[config.mk]
export PLATFORM = sky130hd
export DESIGN_NAME = arm_fetch_unit_flat
export DESIGN_NICKNAME = d
export VERILOG_FILES = /design/src/rtl/arm_fetch_if.sv /design/src/rtl/arm_fetch_unit.sv /design/src/flat_wrapper.sv
export SDC_FILE = /design/constraint.sdc
export NUM_CORES = 1
export LEC_CHECK = 0
export ABC_AREA = 0
export BUFFER_PORTS_ARGS = -buffer_cell sky130_fd_sc_hd__buf_2
export CORE_UTILIZATION = 55
export DETAILED_ROUTE_END_ITERATION = 8
export MAX_ROUTING_LAYER = met4
export PLACE_DENSITY_LB_ADDON = 0.08
export SYNTH_ARGS = -nofsm -noshare
export SYNTH_HDL_FRONTEND = slang
export SYNTH_SLANG_ARGS = --single-unit
[constraint.sdc]
create_clock -name clk -period 9.8 [get_ports clk]
set_input_delay 0 -clock clk [delete_from_list [all_inputs] [get_ports clk]]
set_output_delay 0 -clock clk [all_outputs]
set_load 0.02 [all_outputs]
[src/rtl/arm_fetch_if.sv]
// Fetch-unit bundle: instruction-memory req/ack, decode valid/ready, redirect and halt control.
// Counter outputs are present only when ARM_FETCH_STATS_EN is defined.
interface arm_fetch_if #(
  parameter int ADDR_W = 30,
  parameter int DEPTH  = 4
);
  localparam int LVL_W = $clog2(DEPTH) + 1;

  logic              imem_req;
  logic [ADDR_W-1:0] imem_addr;
  logic              imem_ack;
  logic [31:0]       imem_rdata;
  logic              inst_valid;
  logic [31:0]       inst;
  logic [ADDR_W-1:0] inst_pc;
  logic              inst_ready;
  logic              redirect;
  logic [ADDR_W-1:0] redirect_addr;
  logic              halt_req;
  logic              halted;
  logic [LVL_W-1:0]  fifo_level;

`ifdef ARM_FETCH_STATS_EN
  logic [31:0] stat_fetched;
  logic [31:0] stat_discarded;

  modport master (
    output imem_req, imem_addr, inst_valid, inst, inst_pc, halted, fifo_level,
           stat_fetched, stat_discarded,
    input  imem_ack, imem_rdata, inst_ready, redirect, redirect_addr, halt_req
  );
  modport slave (
    input  imem_req, imem_addr, inst_valid, inst, inst_pc, halted, fifo_level,
           stat_fetched, stat_discarded,
    output imem_ack, imem_rdata, inst_ready, redirect, redirect_addr, halt_req
  );
`else
  modport master (
    output imem_req, imem_addr, inst_valid, inst, inst_pc, halted, fifo_level,
    input  imem_ack, imem_rdata, inst_ready, redirect, redirect_addr, halt_req
  );
  modport slave (
    input  imem_req, imem_addr, inst_valid, inst, inst_pc, halted, fifo_level,
    output imem_ack, imem_rdata, inst_ready, redirect, redirect_addr, halt_req
  );
`endif
endinterface

[src/rtl/arm_fetch_unit.sv]
// Instruction-fetch front end: req/ack memory port, prefetch FIFO, redirect flush, halt/drain.
// Optional fetch/discard counters are enabled by defining ARM_FETCH_STATS_EN.
module arm_fetch_unit #(
  parameter int                ADDR_W   = 30,
  parameter int                DEPTH    = 4,
  parameter logic [ADDR_W-1:0] RESET_PC = '0
) (
  input  logic        clk,
  input  logic        rst,
  arm_fetch_if.master bus
);
  localparam int               PTR_W    = $clog2(DEPTH);
  localparam int               LVL_W    = PTR_W + 1;
  localparam logic [LVL_W-1:0] FULL_LVL = LVL_W'(DEPTH);

  typedef enum logic [1:0] {IDLE, WAIT, HALTED} state_t;

  typedef struct packed {
    logic [31:0]       word;
    logic [ADDR_W-1:0] pc;
  } entry_t;

  state_t            state;
  logic [ADDR_W-1:0] next_addr;
  logic              stale;
  entry_t            mem [DEPTH];
  logic [PTR_W-1:0]  wr_ptr;
  logic [PTR_W-1:0]  rd_ptr;
  logic [PTR_W-1:0]  head_ptr;
  logic [LVL_W-1:0]  level;
  logic              ack_fire;
  logic              push;
  logic              pop;
  logic              can_issue;

  // An ack only counts while a request is out; stale or redirect-coincident words are dropped.
  assign ack_fire  = bus.imem_req && bus.imem_ack;
  assign push      = ack_fire && !stale && !bus.redirect;
  assign pop       = bus.inst_valid && bus.inst_ready && !bus.redirect;
  assign can_issue = !bus.halt_req && !bus.redirect && (level < FULL_LVL);

  // NOTE: all state here uses <= so every branch reads the pre-edge values of its neighbours.
  always_ff @(posedge clk or posedge rst) begin
    if (rst) begin
      state         <= IDLE;
      bus.imem_req  <= 1'b0;
      bus.imem_addr <= RESET_PC;
      bus.halted    <= 1'b0;
      next_addr     <= RESET_PC;
      stale         <= 1'b0;
    end else begin
      if (bus.redirect)  next_addr <= bus.redirect_addr;
      else if (push)     next_addr <= next_addr + ADDR_W'(1);

      // A request in flight cannot be aborted, so its eventual word is marked for discard.
      if (ack_fire)                          stale <= 1'b0;
      else if (bus.redirect && bus.imem_req) stale <= 1'b1;

      unique case (state)
        IDLE: begin
          if (bus.halt_req) begin
            state      <= HALTED;
            bus.halted <= 1'b1;
          end else if (can_issue) begin
            state         <= WAIT;
            bus.imem_req  <= 1'b1;
            bus.imem_addr <= next_addr;
          end
        end
        WAIT: begin
          if (bus.imem_ack) begin
            bus.imem_req <= 1'b0;
            if (bus.halt_req) begin
              state      <= HALTED;
              bus.halted <= 1'b1;
            end else begin
              state <= IDLE;
            end
          end
        end
        HALTED: begin
          if (!bus.halt_req) begin
            state      <= IDLE;
            bus.halted <= 1'b0;
          end
        end
        default: state <= IDLE;
      endcase
    end
  end

  // NOTE: the small entry array is reset so inst/inst_pc leave reset at zero instead of X.
  always_ff @(posedge clk or posedge rst) begin
    if (rst) begin
      wr_ptr <= '0;
      rd_ptr <= '0;
      level  <= '0;
      for (int i = 0; i < DEPTH; i++) mem[i] <= '0;
    end else if (bus.redirect) begin
      rd_ptr <= wr_ptr;
      level  <= '0;
    end else begin
      if (push) begin
        mem[wr_ptr] <= entry_t'{word: bus.imem_rdata, pc: bus.imem_addr};
        wr_ptr      <= wr_ptr + PTR_W'(1);
      end
      if (pop) rd_ptr <= rd_ptr + PTR_W'(1);
      if (push && !pop)      level <= level + LVL_W'(1);
      else if (pop && !push) level <= level - LVL_W'(1);
    end
  end

  // When empty, show the most recently written slot so inst holds its last value.
  assign head_ptr       = (level != '0) ? rd_ptr : rd_ptr - PTR_W'(1);
  assign bus.inst_valid = (level != '0);
  assign bus.inst       = mem[head_ptr].word;
  assign bus.inst_pc    = mem[head_ptr].pc;
  assign bus.fifo_level = level;

`ifdef ARM_FETCH_STATS_EN
  logic discard_ack;
  assign discard_ack = ack_fire && (stale || bus.redirect);

  always_ff @(posedge clk or posedge rst) begin
    if (rst) begin
      bus.stat_fetched   <= '0;
      bus.stat_discarded <= '0;
    end else begin
      if (ack_fire) bus.stat_fetched <= bus.stat_fetched + 32'd1;
      bus.stat_discarded <= bus.stat_discarded
                          + (bus.redirect ? 32'(level) : 32'd0)
                          + (discard_ack  ? 32'd1      : 32'd0);
    end
  end
`endif
endmodule

[src/flat_wrapper.sv]
// flat-port wrapper written by rule: the top's interface ports become plain ports
module arm_fetch_unit_flat 
#(
  parameter int                ADDR_W   = 30,
  parameter int                DEPTH    = 4,
  parameter logic [ADDR_W-1:0] RESET_PC = '0
)
  (clk, rst, bus_imem_req, bus_imem_addr, bus_inst_valid, bus_inst, bus_inst_pc, bus_halted, bus_fifo_level, bus_imem_ack, bus_imem_rdata, bus_inst_ready, bus_redirect, bus_redirect_addr, bus_halt_req);
  arm_fetch_if #(.ADDR_W(ADDR_W), .DEPTH(DEPTH)) bus_i ();
  input  logic clk;
  input  logic rst;
  output wire logic [$bits(bus_i.imem_req)-1:0] bus_imem_req;
  output wire logic [$bits(bus_i.imem_addr)-1:0] bus_imem_addr;
  output wire logic [$bits(bus_i.inst_valid)-1:0] bus_inst_valid;
  output wire logic [$bits(bus_i.inst)-1:0] bus_inst;
  output wire logic [$bits(bus_i.inst_pc)-1:0] bus_inst_pc;
  output wire logic [$bits(bus_i.halted)-1:0] bus_halted;
  output wire logic [$bits(bus_i.fifo_level)-1:0] bus_fifo_level;
  input wire logic [$bits(bus_i.imem_ack)-1:0] bus_imem_ack;
  input wire logic [$bits(bus_i.imem_rdata)-1:0] bus_imem_rdata;
  input wire logic [$bits(bus_i.inst_ready)-1:0] bus_inst_ready;
  input wire logic [$bits(bus_i.redirect)-1:0] bus_redirect;
  input wire logic [$bits(bus_i.redirect_addr)-1:0] bus_redirect_addr;
  input wire logic [$bits(bus_i.halt_req)-1:0] bus_halt_req;
  assign bus_imem_req = bus_i.imem_req;
  assign bus_imem_addr = bus_i.imem_addr;
  assign bus_inst_valid = bus_i.inst_valid;
  assign bus_inst = bus_i.inst;
  assign bus_inst_pc = bus_i.inst_pc;
  assign bus_halted = bus_i.halted;
  assign bus_fifo_level = bus_i.fifo_level;
  assign bus_i.imem_ack = bus_imem_ack;
  assign bus_i.imem_rdata = bus_imem_rdata;
  assign bus_i.inst_ready = bus_inst_ready;
  assign bus_i.redirect = bus_redirect;
  assign bus_i.redirect_addr = bus_redirect_addr;
  assign bus_i.halt_req = bus_halt_req;
  arm_fetch_unit #(.ADDR_W(ADDR_W), .DEPTH(DEPTH), .RESET_PC(RESET_PC)) u_core (.clk(clk), .rst(rst), .bus(bus_i));
endmodule
==> key figures <==
Outcome
  • Outcome: complete, no violations

Route
  • Initial DRT Pass Iterations: 4
  • Via/cell ratio: 5.77
  • Met2 wire length: 14.3 mm
  • Antenna-violating nets left: 0
  • Avg WL per Cell: 19.7 um
  • Met1 Wirelength: 13.7 mm
  • Vias: 8714
  • DRC Markers: 0
  • Post-Route WL: 29.8 mm
  • Max Used Layer: met4
  • WL met3: 1.32 mm
  • DRT iter0 DRCs: 494

Synth
  • Syn. warnings: 0
  • Post-Syn Area per Cell: 15.1 um^2
  • Synthesis-stage register bit count: 320
  • Synthesized area: 14200 um^2
  • FFs w/ async S/R, synth: 1.00
  • Syn Nets: 1011
  • Largest cells by area after synthesis: dfrtp_1 57%, mux2_2 22%, mux4_2 9.9%, clkbuf_1 1.1%, nand2_1 0.87%
  • Cells after Synth: 937
  • Seq/Total Area, Yosys: 0.566
  • Post-synth EDFFs: 0
  • Main synth FF type: dfrtp_1
  • Share of the synthesized area in the top cell type: 0.566
  • Yosys cell types: 42
  • Post-synth top area cell: dfrtp_1

Worst setup path
  • Critical path required time: 10170 ps
  • Crit path kind: flip-flop to flip-flop
  • Reg2Reg Setup Slack: 6580 ps
  • Top fanout value on the critical path: 62
  • CP peak stage delay: 850 ps
  • Slowest cell on crit path: nor2_1
  • CP cell instances: nand3b_1 -> nor2_1 -> nand2_4 -> mux2_2
  • CP Launch Type: flip-flop
  • Crit path capture type: flip-flop
  • Crit path DAT: 3590 ps

Timing
  • Final Cycle Share: 0.328
  • Final Hold Viols: 0
  • Slew Limit Fails: 0
  • RSZ-0062 raised after global routing: false
  • Hold_ws: 30.5 ps
  • Achievable clock frequency: 311 MHz
  • Fin crit period: 3220 ps
  • Slew @ Worst Pin: 1070 ps
  • Clk_skew: 12.2 ps
  • Relative slew slack: 0.290
  • Setup_tns: 0 ps
  • Final setup viols: 0

Place
  • Dpl hpwl: 17.6 mm
  • Post-Place Cells: 1390
  • Port Buffers: 165
  • Final GP Congestion: 0.775

Layout
  • Non-Filler Instances: 1511
  • Finished Core Util: 0.678
  • Area growth syn-to-layout: 20.7%
  • Antenna Diode Count: 0
  • Share of layout cells above drive strength 1: 0.491
  • Fill count: 1783
  • Fin nets: 1237

Floorplan
  • Core area: 25200 um^2
  • Site Rows: 58
  • Ports: 166
  • Die Ht: 162 um
  • Die footprint: 26400 um^2
  • Die Span X: 162 um
  • Starting Density: 0.562

Clock tree
  • Root buffer cell: clkbuf_16
  • Hold_buf cts: 66
  • CTS buffer count: 35
  • CTS tree: yes
  • Clk_lat worst skew: 500 ps
  • Clk sink count: 320
  • Post-CTS setup buffers: 0
  • Post_cts resized: 0
  • CTS HTree Levels: 2
  • Clock Pin Slew Worst Setup and Hold Paths: 60 ps
  • Maximum root-to-sink buffer count: 3

Pwr
  • Static Leak: 7.71 nW
  • Cell Pwr Density: 391 nW/um^2
  • Total power: 6.68 mW
  • Worst VDD drop: 0.240 mV

Global route
  • GRT overflow: 0
  • Largest net degree at the start of global routing: 126
  • Global-route wire length before repair: 48.5 mm
  • Tot GR Track Use: 0.244
  • Vias in the first global route: 8908
  • Initial antenna violation count: 0

Min path
  • Min-delay worst type: primary input to flip-flop

Flow run
  • Number of max-cap violations: 0
[final cells by class]
| class | count | area, um^2 | share of cell area |
|---|---|---|---|
| inverter | 15 | 63.8 | 0.00374 |
| clock buffer | 44 | 972 | 0.0569 |
| tap | 330 | 413 | 0.0242 |
| clock inverter | 11 | 164 | 0.00960 |
| multi-input combinational | 551 | 5910 | 0.346 |
| sequential | 320 | 8010 | 0.469 |
| timing repair buffer | 240 | 1550 | 0.0910 |
[cells in the final DEF, fill, tap and decap left out, types with 18 or more instances in the layout]
| master | count |
|---|---|
| dlygate4sd3_1 | 66 |
| buf_2 | 165 |
| nand2_1 | 29 |
| mux2_2 | 278 |
| clkbuf_16 | 37 |
| mux4_2 | 62 |
| a31oi_1 | 18 |
| nor2_1 | 23 |
| o21ai_0 | 18 |
| dfrtp_1 | 320 |
[registers in the layout, indices dropped and copies added (netlist names)]
| name | count |
|---|---|
| u_core.mem | 248 |
| u_core.bus.imem_addr | 30 |
| u_core.next_addr | 30 |
| u_core.bus.fifo_level | 3 |
| u_core.rd_ptr | 2 |
| u_core.state | 2 |
| u_core.wr_ptr | 2 |
| u_core.bus.halted | 1 |
| u_core.bus.imem_req | 1 |
| u_core.stale | 1 |
[synthesized netlist by cell type (8+ instances only)]
master	n
mux4_2	62
mux2_2	278
or4_1	15
a31oi_1	18
xnor2_1	12
nand4_1	11
nand2_1	33
nor2_1	23
nor3_1	8
nand3_1	8
clkbuf_1	40
o21ai_0	18
dfrtp_1	320
o31ai_1	14
inv_1	14
[kinds of logic after synthesis]
family                   share of synthesized area
AO/OA/AOI/OAI                               0.0268
XOR/XNOR                                    0.0105
adder cells (fa/ha/maj)                    0.00583
buffers and inverters                       0.0216
flip-flops                                   0.566
multiplexers                                 0.320
AND/OR/NAND/NOR                             0.0492
[critical path, delay by kind of cell, from the launching register on]
family	cells	cell delay, ps
mux	1	540
flops	1	400
simple gates	3	2110
[final timing paths]
path | startpoint | to | depth (start not counted)
worst max-delay path | u_core.stale$_DFFE_PP0P_ | u_core.mem[232]$_DFFE_PP0P_ | 4
worst min-delay path | bus_redirect | u_core.next_addr[7]$_DFFE_PP0P_ | 3
worst max register to register | u_core.stale$_DFFE_PP0P_ | u_core.mem[232]$_DFFE_PP0P_ | 4
worst min register to register | u_core.mem[215]$_DFFE_PP0P_ | u_core.mem[215]$_DFFE_PP0P_ | 1
max in group asynchronous | rst | u_core.mem[65]$_DFFE_PP0P_ | 5
min in group asynchronous | rst | u_core.mem[48]$_DFFE_PP0P_ | 3
[power breakdown]
group	internal, mW	switching (mW)	total [mW]
clock	0.803	0.502	1.31
sequential	1.89	0.373	2.27
combinational	1.52	1.58	3.10
total	4.22	2.46	6.68
[stage by stage]
stage / area [um^2] / setup slack [ps]
finish: 17100 / 6580
detailed placement: 15300 / 6580
global placement: 15300 / 6720
floorplan: 14200 / 944
global route: 17100 / 6420
CTS: 17100 / 6590
[routing by layer]
metal / track usage / vias to the layer above
li1: - / 3947
met1: 0.339 / 4523
met2: 0.379 / 212
met3: 0.0362 / 32
met4: 0.0613 / 0
met5: - / -
Note: power is estimated with default switching activity, not from simulation.
